`config.mk`:
```
export PLATFORM = sky130hd
export DESIGN_NAME = alu_pipe_core
export DESIGN_NICKNAME = d
export VERILOG_FILES = /design/src/rtl/alu_pkg.sv /design/src/rtl/alu_func_unit.sv /design/src/rtl/alu_pipe_core.sv
export SDC_FILE = /design/constraint.sdc
export NUM_CORES = 1
export LEC_CHECK = 0
export CAP_MARGIN = 15
export CORE_UTILIZATION = 46
export DETAILED_ROUTE_END_ITERATION = 16
export PLACE_DENSITY = 0.68
export SETUP_SLACK_MARGIN = 0.02
export SLEW_MARGIN = 20
export SYNTH_ARGS = -nofsm -noshare
export SYNTH_HDL_FRONTEND = slang
export SYNTH_SLANG_ARGS = --single-unit
```
`constraint.sdc`:
```
create_clock -name clk -period 2.88 [get_ports clk]
set_clock_uncertainty 0.05 [all_clocks]
set_input_delay 0.288 -clock clk [delete_from_list [all_inputs] [get_ports clk]]
set_output_delay 0.288 -clock clk [all_outputs]
set_load 0.02 [all_outputs]
```
`src/rtl/alu_pkg.sv`:
```
// alu_pkg: opcode set, default widths and a reference ALU function for the pipelined ALU
package alu_pkg;

    localparam int DEFAULT_DATA_WIDTH = 8;
    localparam int DEFAULT_OP_WIDTH   = 3;

    typedef enum logic [2:0] {
        ALU_ADD,
        ALU_SUB,
        ALU_AND,
        ALU_OR,
        ALU_XOR,
        ALU_SHL,
        ALU_SHR,
        ALU_LTU
    } alu_op_e;

    // Golden ALU at the default width; shifts by >= width naturally yield zero
    function automatic logic [DEFAULT_DATA_WIDTH-1:0] alu_golden(
        input logic [DEFAULT_DATA_WIDTH-1:0] a,
        input logic [DEFAULT_DATA_WIDTH-1:0] b,
        input alu_op_e                       op
    );
        case (op)
            ALU_ADD: return a + b;
            ALU_SUB: return a - b;
            ALU_AND: return a & b;
            ALU_OR:  return a | b;
            ALU_XOR: return a ^ b;
            ALU_SHL: return a << b;
            ALU_SHR: return a >> b;
            ALU_LTU: return {{(DEFAULT_DATA_WIDTH-1){1'b0}}, a < b};
            default: return '0;
        endcase
    endfunction

endpackage

```
`src/rtl/alu_func_unit.sv`:
```
// alu_func_unit: purely combinational ALU evaluating the operands held in stage 1
module alu_func_unit
    import alu_pkg::*;
#(
    parameter int DATA_WIDTH = DEFAULT_DATA_WIDTH
) (
    input  logic [DATA_WIDTH-1:0] a,
    input  logic [DATA_WIDTH-1:0] b,
    input  logic [2:0]            op,
    output logic [DATA_WIDTH-1:0] result
);

    // Shift amounts use the full value of b, so b >= DATA_WIDTH clears the result
    always_comb begin
        result = '0;
        case (alu_op_e'(op))
            ALU_ADD: result = a + b;
            ALU_SUB: result = a - b;
            ALU_AND: result = a & b;
            ALU_OR:  result = a | b;
            ALU_XOR: result = a ^ b;
            ALU_SHL: result = a << b;
            ALU_SHR: result = a >> b;
            ALU_LTU: result = {{(DATA_WIDTH-1){1'b0}}, a < b};
            default: result = '0;
        endcase
    end

endmodule

```
`src/rtl/alu_pipe_core.sv`:
```
// alu_pipe_core: two-stage valid/ready ALU pipeline (operand stage, result stage)
module alu_pipe_core
    import alu_pkg::*;
#(
    parameter int DATA_WIDTH = DEFAULT_DATA_WIDTH,
    parameter int OP_WIDTH   = DEFAULT_OP_WIDTH
) (
    input  logic                  clk,
    input  logic                  rst,
    input  logic                  in_valid,
    output logic                  in_ready,
    input  logic [DATA_WIDTH-1:0] a,
    input  logic [DATA_WIDTH-1:0] b,
    input  logic [OP_WIDTH-1:0]   op,
    output logic                  out_valid,
    input  logic                  out_ready,
    output logic [DATA_WIDTH-1:0] result
);

    logic [DATA_WIDTH-1:0] s1_a;
    logic [DATA_WIDTH-1:0] s1_b;
    logic [OP_WIDTH-1:0]   s1_op;
    logic                  s1_valid;
    logic [DATA_WIDTH-1:0] fu_result;
    logic                  advance;
    logic                  in_fire;
    logic                  out_fire;

    alu_func_unit #(.DATA_WIDTH(DATA_WIDTH)) u_func (
        .a      (s1_a),
        .b      (s1_b),
        .op     (s1_op[2:0]),
        .result (fu_result)
    );

    // Stage 1 moves on when stage 2 is empty or draining; ready depends on out_ready, never on in_valid
    always_comb begin
        advance  = s1_valid && (!out_valid || out_ready);
        in_ready = !rst && (!s1_valid || !out_valid || out_ready);
        in_fire  = in_valid && in_ready;
        out_fire = out_valid && out_ready;
    end

    // Operand stage: load on input transfer, otherwise empty out once its op has advanced
    always_ff @(posedge clk) begin
        if (rst) begin
            s1_valid <= 1'b0;
            s1_a     <= '0;
            s1_b     <= '0;
            s1_op    <= '0;
        end else if (in_fire) begin
            s1_valid <= 1'b1;
            s1_a     <= a;
            s1_b     <= b;
            s1_op    <= op;
        end else if (advance) begin
            s1_valid <= 1'b0;
        end
    end

    // Result stage: capture the ALU output on advance; result is held whenever nothing new arrives
    always_ff @(posedge clk) begin
        if (rst) begin
            out_valid <= 1'b0;
            result    <= '0;
        end else if (advance) begin
            out_valid <= 1'b1;
            result    <= fu_result;
        end else if (out_fire) begin
            out_valid <= 1'b0;
        end
    end

endmodule

```
==> flow_metrics.tcl <==
set metrics [dict create \
    synth.most_common_cell "nand2_1" \
    ys_ff_latch 29 \
    worst_pin_slew_ps 627 \
    ctsResizeCount 0 \
    coreArea_mm2 0.00557 \
    antenna_found_initial 0 \
    wire_per_inst_um 17.7 \
    crit_chain "inv_1 > ha_1 > fa_1 > o21bai_1 > a211oi_1 > nor2_1 > mux2_2 > a31oi_1 > o221a_2" \
    cts_tree "built" \
    place.gp.congestion 0.964 \
    via_per_inst 6.04 \
    async_reset_ff_frac 0 \
    diodes 0 \
    cp.arrival_ps 2670 \
    grt_overflow 0 \
    synth.distinct_cells 54 \
    h-tree-depth 2 \
    totalPowerFinal_uw 1490 \
    syn_avg_cell_area_um2 7.93 \
    power.leakage_uw 0.00122 \
    end_kind "register" \
    slew_headroom 0.581 \
    dieWidth_um 78.6 \
    synth_warnings 0 \
    start_util 0.484 \
    placed_cell_area_mm2 0.00308 \
    finalSetupTns_ps 0 \
    synth_flop_cell "dfxtp_1" \
    drt-total-wl_um 7820 \
    ant_nets 0 \
    fillers 547 \
    synth_cells 340 \
    cp_max_fo 6 \
    slowest_stage "dfxtp_1" \
    finalHoldViolCount 0 \
    grt_pass1_wl_um 13100 \
    dp_hpwl_um 5890 \
    drc 0 \
    die_y_um 78.6 \
    synth_largest_area_cell "dfxtp_1" \
    grt_pass1_vias 2517 \
    clkLatencyLatePin_ps 290 \
    synth_common_cells "nand2_1 (37), a21oi_1 (32), dfxtp_1 (29)" \
    drive_gt1_frac 0.100 \
    clockBufferDepth 2 \
    num_rows 27 \
    synth-seq-area-share 0.215 \
    required_ps 3080 \
    root_buffer "clkbuf_8" \
    first_pass_iters 6 \
    fmax_ghz 0.404 \
    outcome "finished, final reports clean" \
    path_delay_family "compound AO/OA/AOI/OAI gates" \
    fin_area_mm2 0.00322 \
    max-vdd-ir-drop_mv 0.257 \
    path_clk_slew_ps 80 \
    num_io_pins 33 \
    mappedNetlistArea_mm2 0.00270 \
    min_period_ps 2470 \
    slew_violations 0 \
    place.port_buffers 32 \
    synthTopCellsByArea "dfxtp_1 (22%), ha_1 (11%), a21oi_1 (5.9%), o31ai_1 (5.6%), nand2_1 (5.1%)" \
    synth_edf_count 0 \
    powerDensity_mw_per_mm2 464 \
    dieArea_mm2 0.00617 \
    post-cts-setup-buffers 0 \
    area_delta_synth_final_pct 19.3 \
    holdBufCountCts 0 \
    start_kind "register" \
    hold-worst-slack_ps 455 \
    vias 2664 \
    r2r_slack_ps 410 \
    grt_setup_unrepaired "false" \
    grt_max_degree 35 \
    clkSinkCount 29 \
    max_cap_violations 0 \
    crit_buf_inv 1 \
    first_iter_violations 305 \
    worstSetupPathType "reg2reg" \
    synth_top_area_frac 0.215 \
    slowest_delay_ps 420 \
    hp-class "reg2reg" \
    syn-num-nets 389 \
    post-route-period-util 0.859 \
    cts_made_buffers 5 \
    nNetsFinal 417 \
    grtUsageTotal 0.273 \
    setup_viol 0 \
]
-- worst register-to-register path, delay by kind of cell, from the launching register on --
family | cells | cell delay [ps]
AO/OA/AOI/OAI | 4 | 670
multiplexers | 1 | 350
adder cells (fa/ha/maj) | 2 | 640
buffers and inverters | 1 | 120
flip-flops | 1 | 420
AND/OR/NAND/NOR | 1 | 160
-- per-stage QoR --
| stage | setup WS, ps | cells | utilization |
|---|---|---|---|
| finish | 406 | 441 | 0.577 |
| global route | 247 | 441 | 0.577 |
| CTS | 420 | 441 | 0.577 |
| detailed placement | 426 | 433 | 0.553 |
| global placement | 438 | 433 | 0.553 |
| floorplan | 494 | 340 | - |
-- logic make-up (layout without fill, tap and decap cells) --
group	count (synthesis)	after routing	share of synthesized area
XOR/XNOR	9	9	0.0292
AND/OR/NAND/NOR	99	99	0.181
AO/OA/AOI/OAI	111	111	0.276
adder cells (fa/ha/maj)	26	26	0.126
buffers and inverters	48	77	0.0761
flip-flops	29	29	0.215
multiplexers	18	18	0.0955
-- state kept, by name, summed over array words and instances (netlist names) --
signal,cells
out_valid,1
s1_b,8
s1_a,8
s1_valid,1
result,8
s1_op,3
-- routing by layer --
metal | global-route usage | vias to the layer above | share of wire
li1 | - | 1286 | -
met1 | 0.382 | 1218 | 0.47
met2 | 0.398 | 135 | 0.42
met3 | 0.0628 | 25 | 0.076
met4 | 0.111 | 0 | 0.031
met5 | 0 | - | 0
-- path summary, 6_finish.rpt --
kind,cells past startpoint,startpoint,endpoint
min reg2reg,2,result[0],result[0]
min,2,result[0],result[0]
max reg2reg,9,s1_a[0],result[6]
max,9,s1_a[0],result[6]
-- cell usage in the layout (no fill, tap or decap), drive strengths merged, types with 3 or more instances in the layout --
cell type and n:
ha 24, nand3 5, nor4 3, xnor2 7, mux4 6, clkdlybuf4s50 32
mux2i 10, o211ai 3, o31ai 20, nand2 37, buf 11, o2bb2ai 3
nor2b 4, o21ai 17, clkbuf 5, nor2 29, a21oi 32, nand2b 5
dfxtp 29, a221o 3, o21bai 3, inv 26, a211oi 8, nor3 4
nand3b 3, o22ai 6
-- power breakdown --
group	internal [uW]	switching, uW
Sequential	432	43.1
Combinational	219	275
Clock	344	181
Total	995	499
-- layout make-up --
cell class | count | area (um^2) | area share
clock buffer | 5 | 68.8 | 0.0214
clock inverter | 3 | 65.1 | 0.0202
inverter | 26 | 97.6 | 0.0303
multi-input combinational | 263 | 1910 | 0.594
sequential | 29 | 581 | 0.180
tap | 72 | 90.1 | 0.0280
timing repair buffer | 43 | 403 | 0.125
Power figures use the tool's default switching activity.
